## src/rtl/airi5c_uart_tx_if.sv

```systemverilog
// FIFO-to-transmitter handshake: the FIFO presents its head word and empty flag,
// and the transmitter answers with a one-cycle pop strobe.
interface airi5c_uart_tx_if #(
    parameter int DATA_WIDTH = 8
);
    logic                  fifo_empty;
    logic [DATA_WIDTH-1:0] fifo_data;
    logic                  fifo_pop;

    modport master (
        output fifo_empty,
        output fifo_data,
        input  fifo_pop
    );

    modport slave (
        input  fifo_empty,
        input  fifo_data,
        output fifo_pop
    );
endinterface

```

## src/rtl/airi5c_uart_tx.sv

```systemverilog
// UART transmit serializer: pops one byte per frame from the TX FIFO and shifts it
// out as start, 5-8 data bits LSB first, optional parity and 1 or 2 stop bits.
module airi5c_uart_tx #(
    parameter int DATA_WIDTH = 8,
    parameter int DIV_WIDTH  = 16
) (
    input  logic                 clk,
    input  logic                 n_reset,
    input  logic                 enable,
    input  logic [DIV_WIDTH-1:0] baud_div,
    input  logic [1:0]           data_bits,
    input  logic [1:0]           parity,
    input  logic                 stop_bits,
    airi5c_uart_tx_if.slave      fifo,
    output logic                 tx,
    output logic                 busy,
    output logic                 tx_done
);

    localparam int IDX_W = (DATA_WIDTH > 1) ? $clog2(DATA_WIDTH) : 1;
    localparam logic [IDX_W-1:0]     LEN_OFFSET = IDX_W'(4);
    localparam logic [IDX_W-1:0]     IDX_ONE    = IDX_W'(1);
    localparam logic [DIV_WIDTH-1:0] CNT_ZERO   = DIV_WIDTH'(0);
    localparam logic [DIV_WIDTH-1:0] CNT_ONE    = DIV_WIDTH'(1);

    typedef enum logic [2:0] {
        IDLE   = 3'd0,
        START  = 3'd1,
        DATA   = 3'd2,
        PARITY = 3'd3,
        STOP   = 3'd4
    } state_t;

    state_t                state_r;
    logic [DIV_WIDTH-1:0]  cnt_r;
    logic [DATA_WIDTH-1:0] shift_r;
    logic [IDX_W-1:0]      bit_idx_r;
    logic                  stop_idx_r;
    logic [1:0]            data_bits_r;
    logic                  par_en_r;
    logic                  par_bit_r;
    logic                  stop2_r;
    logic                  tx_r;
    logic                  busy_r;
    logic                  tx_done_r;

    logic                  bit_end_s;
    logic                  final_bit_s;
    logic                  final_cycle_s;
    logic                  pop_s;
    logic [IDX_W-1:0]      last_idx_s;

    // XOR of the low len+5 bits; bits above the frame length do not contribute.
    function automatic logic data_parity(input logic [DATA_WIDTH-1:0] d, input logic [1:0] len);
        logic p;
        p = 1'b0;
        for (int i = 0; i < DATA_WIDTH; i++) begin
            if (i < int'(len) + 32'sd5) begin
                p = p ^ d[i];
            end else begin
                p = p;
            end
        end
        return p;
    endfunction

    // Bit-boundary decode and the FIFO pop strobe.
    always_comb begin
        bit_end_s     = (cnt_r == CNT_ZERO);
        final_bit_s   = (stop_idx_r == stop2_r);
        last_idx_s    = IDX_W'(data_bits_r) + LEN_OFFSET;
        final_cycle_s = (state_r == STOP) && final_bit_s && bit_end_s;
        if (n_reset && ((state_r == IDLE) || final_cycle_s) && enable && !fifo.fifo_empty) begin
            pop_s = 1'b1;
        end else begin
            pop_s = 1'b0;
        end
    end

    assign fifo.fifo_pop = pop_s;
    assign tx            = tx_r;
    assign busy          = busy_r;
    assign tx_done       = tx_done_r;

    // Frame FSM; tx_done is raised one edge early so it lands on the final frame cycle.
    always_ff @(posedge clk or negedge n_reset) begin
        if (!n_reset) begin
            state_r     <= IDLE;
            cnt_r       <= CNT_ZERO;
            shift_r     <= {DATA_WIDTH{1'b0}};
            bit_idx_r   <= {IDX_W{1'b0}};
            stop_idx_r  <= 1'b0;
            data_bits_r <= 2'b00;
            par_en_r    <= 1'b0;
            par_bit_r   <= 1'b0;
            stop2_r     <= 1'b0;
            tx_r        <= 1'b1;
            busy_r      <= 1'b0;
            tx_done_r   <= 1'b0;
        end else begin
            tx_done_r <= 1'b0;
            if (pop_s) begin
                shift_r     <= fifo.fifo_data;
                data_bits_r <= data_bits;
                par_en_r    <= (parity == 2'b01) || (parity == 2'b10);
                par_bit_r   <= data_parity(fifo.fifo_data, data_bits) ^ (parity == 2'b10);
                stop2_r     <= stop_bits;
                cnt_r       <= baud_div;
                bit_idx_r   <= {IDX_W{1'b0}};
                stop_idx_r  <= 1'b0;
                state_r     <= START;
                tx_r        <= 1'b0;
                busy_r      <= 1'b1;
            end else begin
                case (state_r)
                    IDLE: begin
                        tx_r   <= 1'b1;
                        busy_r <= 1'b0;
                    end
                    START: begin
                        if (bit_end_s) begin
                            state_r   <= DATA;
                            tx_r      <= shift_r[0];
                            cnt_r     <= baud_div;
                            bit_idx_r <= {IDX_W{1'b0}};
                        end else begin
                            cnt_r <= cnt_r - CNT_ONE;
                        end
                    end
                    DATA: begin
                        if (bit_end_s) begin
                            cnt_r <= baud_div;
                            if (bit_idx_r == last_idx_s) begin
                                if (par_en_r) begin
                                    state_r <= PARITY;
                                    tx_r    <= par_bit_r;
                                end else begin
                                    state_r    <= STOP;
                                    tx_r       <= 1'b1;
                                    stop_idx_r <= 1'b0;
                                    tx_done_r  <= !stop2_r && (baud_div == CNT_ZERO);
                                end
                            end else begin
                                shift_r   <= shift_r >> 1;
                                tx_r      <= shift_r[1];
                                bit_idx_r <= bit_idx_r + IDX_ONE;
                            end
                        end else begin
                            cnt_r <= cnt_r - CNT_ONE;
                        end
                    end
                    PARITY: begin
                        if (bit_end_s) begin
                            state_r    <= STOP;
                            tx_r       <= 1'b1;
                            cnt_r      <= baud_div;
                            stop_idx_r <= 1'b0;
                            tx_done_r  <= !stop2_r && (baud_div == CNT_ZERO);
                        end else begin
                            cnt_r <= cnt_r - CNT_ONE;
                        end
                    end
                    STOP: begin
                        if (bit_end_s) begin
                            if (!final_bit_s) begin
                                stop_idx_r <= 1'b1;
                                cnt_r      <= baud_div;
                                tx_done_r  <= (baud_div == CNT_ZERO);
                            end else begin
                                state_r <= IDLE;
                                tx_r    <= 1'b1;
                                busy_r  <= 1'b0;
                            end
                        end else begin
                            cnt_r     <= cnt_r - CNT_ONE;
                            tx_done_r <= final_bit_s && (cnt_r == CNT_ONE);
                        end
                    end
                    default: begin
                        state_r <= IDLE;
                        tx_r    <= 1'b1;
                        busy_r  <= 1'b0;
                    end
                endcase
            end
        end
    end

endmodule

```

## src/flat_wrapper.sv

```systemverilog
// flat-port wrapper written by rule: the top's interface ports become plain ports
module airi5c_uart_tx_flat 
#(
    parameter int DATA_WIDTH = 8,
    parameter int DIV_WIDTH  = 16
)
  (clk, n_reset, enable, baud_div, data_bits, parity, stop_bits, tx, busy, tx_done, fifo_fifo_empty, fifo_fifo_data, fifo_fifo_pop);
  airi5c_uart_tx_if #(.DATA_WIDTH(DATA_WIDTH)) fifo_i ();
  input  logic clk;
  input  logic n_reset;
  input  logic enable;
  input  logic [DIV_WIDTH-1:0] baud_div;
  input  logic [1:0] data_bits;
  input  logic [1:0] parity;
  input  logic stop_bits;
  output logic tx;
  output logic busy;
  output logic tx_done;
  input wire logic [$bits(fifo_i.fifo_empty)-1:0] fifo_fifo_empty;
  input wire logic [$bits(fifo_i.fifo_data)-1:0] fifo_fifo_data;
  output wire logic [$bits(fifo_i.fifo_pop)-1:0] fifo_fifo_pop;
  assign fifo_i.fifo_empty = fifo_fifo_empty;
  assign fifo_i.fifo_data = fifo_fifo_data;
  assign fifo_fifo_pop = fifo_i.fifo_pop;
  airi5c_uart_tx #(.DATA_WIDTH(DATA_WIDTH), .DIV_WIDTH(DIV_WIDTH)) u_core (.clk(clk), .n_reset(n_reset), .enable(enable), .baud_div(baud_div), .data_bits(data_bits), .parity(parity), .stop_bits(stop_bits), .fifo(fifo_i), .tx(tx), .busy(busy), .tx_done(tx_done));
endmodule
```

## config.mk

```make
export PLATFORM = sky130hd
export DESIGN_NAME = airi5c_uart_tx_flat
export DESIGN_NICKNAME = d
export VERILOG_FILES = /design/src/rtl/airi5c_uart_tx_if.sv /design/src/rtl/airi5c_uart_tx.sv /design/src/flat_wrapper.sv
export SDC_FILE = /design/constraint.sdc
export NUM_CORES = 1
export LEC_CHECK = 0
export CORE_MARGIN = 1.5
export CORE_UTILIZATION = 33
export DETAILED_ROUTE_END_ITERATION = 8
export HOLD_SLACK_MARGIN = 0.08
export PLACE_DENSITY = 0.58
export SETUP_SLACK_MARGIN = 0.1
export SLEW_MARGIN = 20
export SYNTH_ARGS = -nofsm -noshare
export SYNTH_HDL_FRONTEND = slang
export SYNTH_SLANG_ARGS = --single-unit
```

## constraint.sdc

```tcl
create_clock -name clk -period 3.27 [get_ports clk]
set_input_delay 0.654 -clock clk [delete_from_list [all_inputs] [get_ports clk]]
set_output_delay 0.654 -clock clk [all_outputs]
set_load 0.1 [all_outputs]
```

==> metrics <==
area fraction in and, or, nand and nor cells after synthesis 23.4%; global router's overall resource usage 17.1%; Startpoint Class flop; number of warnings issued by yosys 0; clock root buffer sky130_fd_sc_hd__clkbuf_8; net switching power 0.389 mW; Nets 358; critical path fanouts, max 6; Mapped Nets 319; width of the die 91.6 µm; number of antenna repair diodes 0; delay of the slowest cell on the worst path 0.42 ns; met1 layer wirelength in the final routing 3290 µm; dominant combinational cell family by area after synthesis compound AO/OA/AOI/OAI gates; share of the clock period used by the worst path 90.2%; commonest non-fill, non-tap cells in the layout sky130_fd_sc_hd__dfrtp_1, sky130_fd_sc_hd__clkdlybuf4s50_1, sky130_fd_sc_hd__nand2_1, sky130_fd_sc_hd__o2bb2ai_1; global placer's final weighted congestion 0.870; number of post-CTS setup repair buffers 0; fraction of final layout cells with drive strength greater than 1 14.3%; Cells after DPL 415; Final Max Slew Viols 0; share of power burned in registers 49.7%; fraction of synthesized cell area in xor and xnor cells 3.67%; Leak Pwr 1.26 nW; # setup viols final 0; DRC violations left 0; area of the mapped netlist 0.00259 mm²; Slew HR 35.2%; setup clock skew after layout 0.0113 ns; Die Outline Area 0.00839 mm²; Hold WC Path Type primary input to async pin; Clk Latency, worst-skew pair 0.30 ns; port buffer count 36; initial antenna violation count 0; cell-internal power 0.922 mW; power density normalized to cell area 410 mW/mm²; Starting DRT DRC Count 101; placement row count 32; clock network fraction of total power 32.7%; clock buffer count from CTS 5; number of sinks driven by the clock tree 39; combinational fraction of design power 17.5%; number of vias per cell 5.66; Synth-to-Final Area Change 23.5%; Setup crit start u_core.cnt_r[0]; detailed-placement wirelength estimate 4940 µm; setup repair after global routing missed its margin false; Synth cell types 59; first-pass GRT wire length 11500 µm; setup_tns 0 ns; Initial DRT Pass Iterations 4; required time reported for the critical path endpoint 2.62 ns; share of synthesized area spent on multiplexers 1.98%; highest metal used met4; CTS hold repair buffers 0; commonest non-fill, non-tap cell in the layout sky130_fd_sc_hd__dfrtp_1; origin of the critical flop-to-flop path u_core.cnt_r[0]; total via count after detailed routing 2395; count of nets left with antenna violations after detail routing 0; buffers from clock root to sink, at most 2; number of cells upsized or downsized after cts 0; slew at the pin with the worst max-slew slack 0.969 ns; number of filler instances in the final layout 770; highest-delay cell along the critical path sky130_fd_sc_hd__dfrtp_1; capturing element type of the critical path output port; result of the run finished clean; clock tree from TritonCTS built; post-synthesis adder-cell area fraction 2.41%; maximum number of pins on one net before global-route repair 40; Sw Share 29.7%; Initial Util 33.9%; worst setup path class flop to output port; sequential-to-total area share from yosys stat 37.7%; proportion of register bits with asynchronous set or reset after synthesis 100%; number of hold-slack violations in the final timing report 0; number of ports placed on the die boundary 37; deepest level of the CTS H-tree 2; Crit path max-delay family simple AND/OR/NAND/NOR gates; grt ovf 0; Wirelength per Cell 16.0 µm; Core ar. 0.00765 mm²; Max Clock Freq 0.339 GHz; Compound-Gate Fraction of Synth Area 26.3%; vias in the first global route 2362; DR WL met3 279 µm; post-layout instance count excluding filler cells 423; IR Drop Worst-Case VDD 0.216 mV; clock transition time at the flip-flop clock pins of the worst setup and hold paths 0.08 ns; crit path time final 2.95 ns; crit-path most repeated cell sky130_fd_sc_hd__inv_1; Avg Synthesized Cell Area 9.22 µm²; number of flops mapped to enable cells by yosys 0; list of cells traversed by the critical path inv_1 -> ha_1 -> nor3b_1 -> and4_2 -> a21oi_1 -> inv_1 -> buf_12; cell count after synthesis 281; max_cap viols 0; flip-flop cell with the highest count after synthesis sky130_fd_sc_hd__dfrtp_1; buffers plus inverters on the worst setup path 3; post-synthesis register bit count 39; signal arrival time at the worst endpoint 2.30 ns; DRT Wirelength 6770 µm; wire length on met2 3140 µm; post-layout total power 1.31 mW; height of the die 91.6 µm
-- logic make-up (layout without fill, tap and decap cells) --
| kind of cell | after synthesis | count (layout) |
|---|---|---|
| adder cells (fa/ha/maj) | 5 | 5 |
| XOR/XNOR | 10 | 10 |
| AO/OA/AOI/OAI | 90 | 90 |
| flip-flops | 39 | 39 |
| buffers and inverters | 24 | 64 |
| multiplexers | 5 | 5 |
| AND/OR/NAND/NOR | 108 | 108 |
-- per-stage QoR --
| step | instance area (µm²) | worst slack [ns] | util [%] | hold slack (ns) |
|---|---|---|---|---|
| floorplan | 2590 | 0.710 | - | 0.358 |
| global placement | 3080 | 0.470 | 40.3 | 0.483 |
| CTS | 3200 | 0.251 | 41.8 | 0.481 |
| finish | 3200 | 0.319 | 41.8 | 0.452 |
| global route | 3200 | 0.147 | 41.8 | 0.500 |
| detailed placement | 3080 | 0.376 | 40.3 | 0.487 |
-- worst paths after layout --
check	cells after the start	slack (ns)	to
max	7	0.32	fifo_fifo_pop
min reg2reg	2	0.49	u_core.shift_r[7]
min in group clk	2	0.49	u_core.shift_r[7]
min	2	0.45	u_core.cnt_r[4]
max reg2reg	7	0.60	u_core.shift_r[5]
max in group asynchronous	2	2.43	u_core.tx
-- synthesized netlist by cell type, types with 2 or more instances --
library cell	number	area share, %
sky130_fd_sc_hd__a211oi_1	2	0.58
sky130_fd_sc_hd__a21oi_1	15	2.9
sky130_fd_sc_hd__a311oi_1	2	0.68
sky130_fd_sc_hd__a31oi_1	2	0.48
sky130_fd_sc_hd__a41oi_1	2	0.68
sky130_fd_sc_hd__and3_1	3	0.72
sky130_fd_sc_hd__buf_2	9	1.7
sky130_fd_sc_hd__buf_6	2	0.87
sky130_fd_sc_hd__clkbuf_1	4	0.58
sky130_fd_sc_hd__dfrtp_1	38	37
sky130_fd_sc_hd__ha_1	5	2.4
sky130_fd_sc_hd__inv_1	8	1.2
sky130_fd_sc_hd__mux2i_1	4	1.5
sky130_fd_sc_hd__nand2_1	30	4.3
sky130_fd_sc_hd__nand2b_1	9	2.2
sky130_fd_sc_hd__nand3_1	4	0.77
sky130_fd_sc_hd__nand3b_1	2	0.58
sky130_fd_sc_hd__nand4_1	4	0.97
sky130_fd_sc_hd__nor2_1	12	1.7
sky130_fd_sc_hd__nor3_1	14	2.7
sky130_fd_sc_hd__nor3b_1	4	1.2
sky130_fd_sc_hd__nor4_1	10	2.4
sky130_fd_sc_hd__nor4b_1	2	0.68
sky130_fd_sc_hd__o2111a_1	2	0.87
sky130_fd_sc_hd__o21ai_0	10	1.9
sky130_fd_sc_hd__o21ai_1	3	0.58
sky130_fd_sc_hd__o21bai_1	3	0.87
sky130_fd_sc_hd__o221a_2	7	3.0
sky130_fd_sc_hd__o221ai_1	2	0.68
sky130_fd_sc_hd__o22ai_1	12	2.9
sky130_fd_sc_hd__o2bb2ai_1	17	5.7
sky130_fd_sc_hd__or3_1	2	0.48
sky130_fd_sc_hd__or4_1	2	0.58
sky130_fd_sc_hd__xnor2_1	9	3.0
-- registers in the layout (all words and copies together), names as in the netlist --
name	cells
u_core.tx	1
u_core.shift_r	8
u_core.stop_idx_r	1
u_core.stop2_r	1
u_core.cnt_r	16
u_core.par_bit_r	1
u_core.data_bits_r	2
u_core.state_r	3
u_core.busy	1
u_core.par_en_r	1
u_core.tx_done	1
u_core.bit_idx_r	3
-- power groups by stage --
stage,Sequential [mW],Combinational [mW],Clock [mW]
after floorplan,0.627,0.160,0
after global placement,0.658,0.230,0
after detailed placement,0.658,0.232,0
after CTS,0.648,0.233,0.442
after global routing,0.664,0.257,0.463
final,0.652,0.230,0.429
-- worst register-to-register path, stage by stage (launching register included) --
cell	delay (ns)
sky130_fd_sc_hd__dfrtp_1	0.42
sky130_fd_sc_hd__inv_1	0.16
sky130_fd_sc_hd__ha_1	0.31
sky130_fd_sc_hd__nor3b_1	0.29
sky130_fd_sc_hd__and4_2	0.37
sky130_fd_sc_hd__or2_1	0.41
sky130_fd_sc_hd__nand2_1	0.27
sky130_fd_sc_hd__o221a_2	0.33
-- layout make-up --
class | instances | area [µm²] | area share (%)
multi-input combinational | 218 | 1500 | 46.9
clock buffer | 6 | 82.6 | 2.58
inverter | 8 | 30.0 | 0.939
timing repair buffer | 48 | 448 | 14.0
tap | 102 | 128 | 3.99
clock inverter | 2 | 35.0 | 1.10
sequential | 39 | 977 | 30.5
-- per-layer routing --
layer | up-vias | GRT usage (%)
met2 | 62 | 28.0
met5 | - | 0
met3 | 6 | 3.40
met1 | 1163 | 23.2
met4 | 0 | 3.65
li1 | 1164 | -
Note: power is estimated with default switching activity, not from simulation.
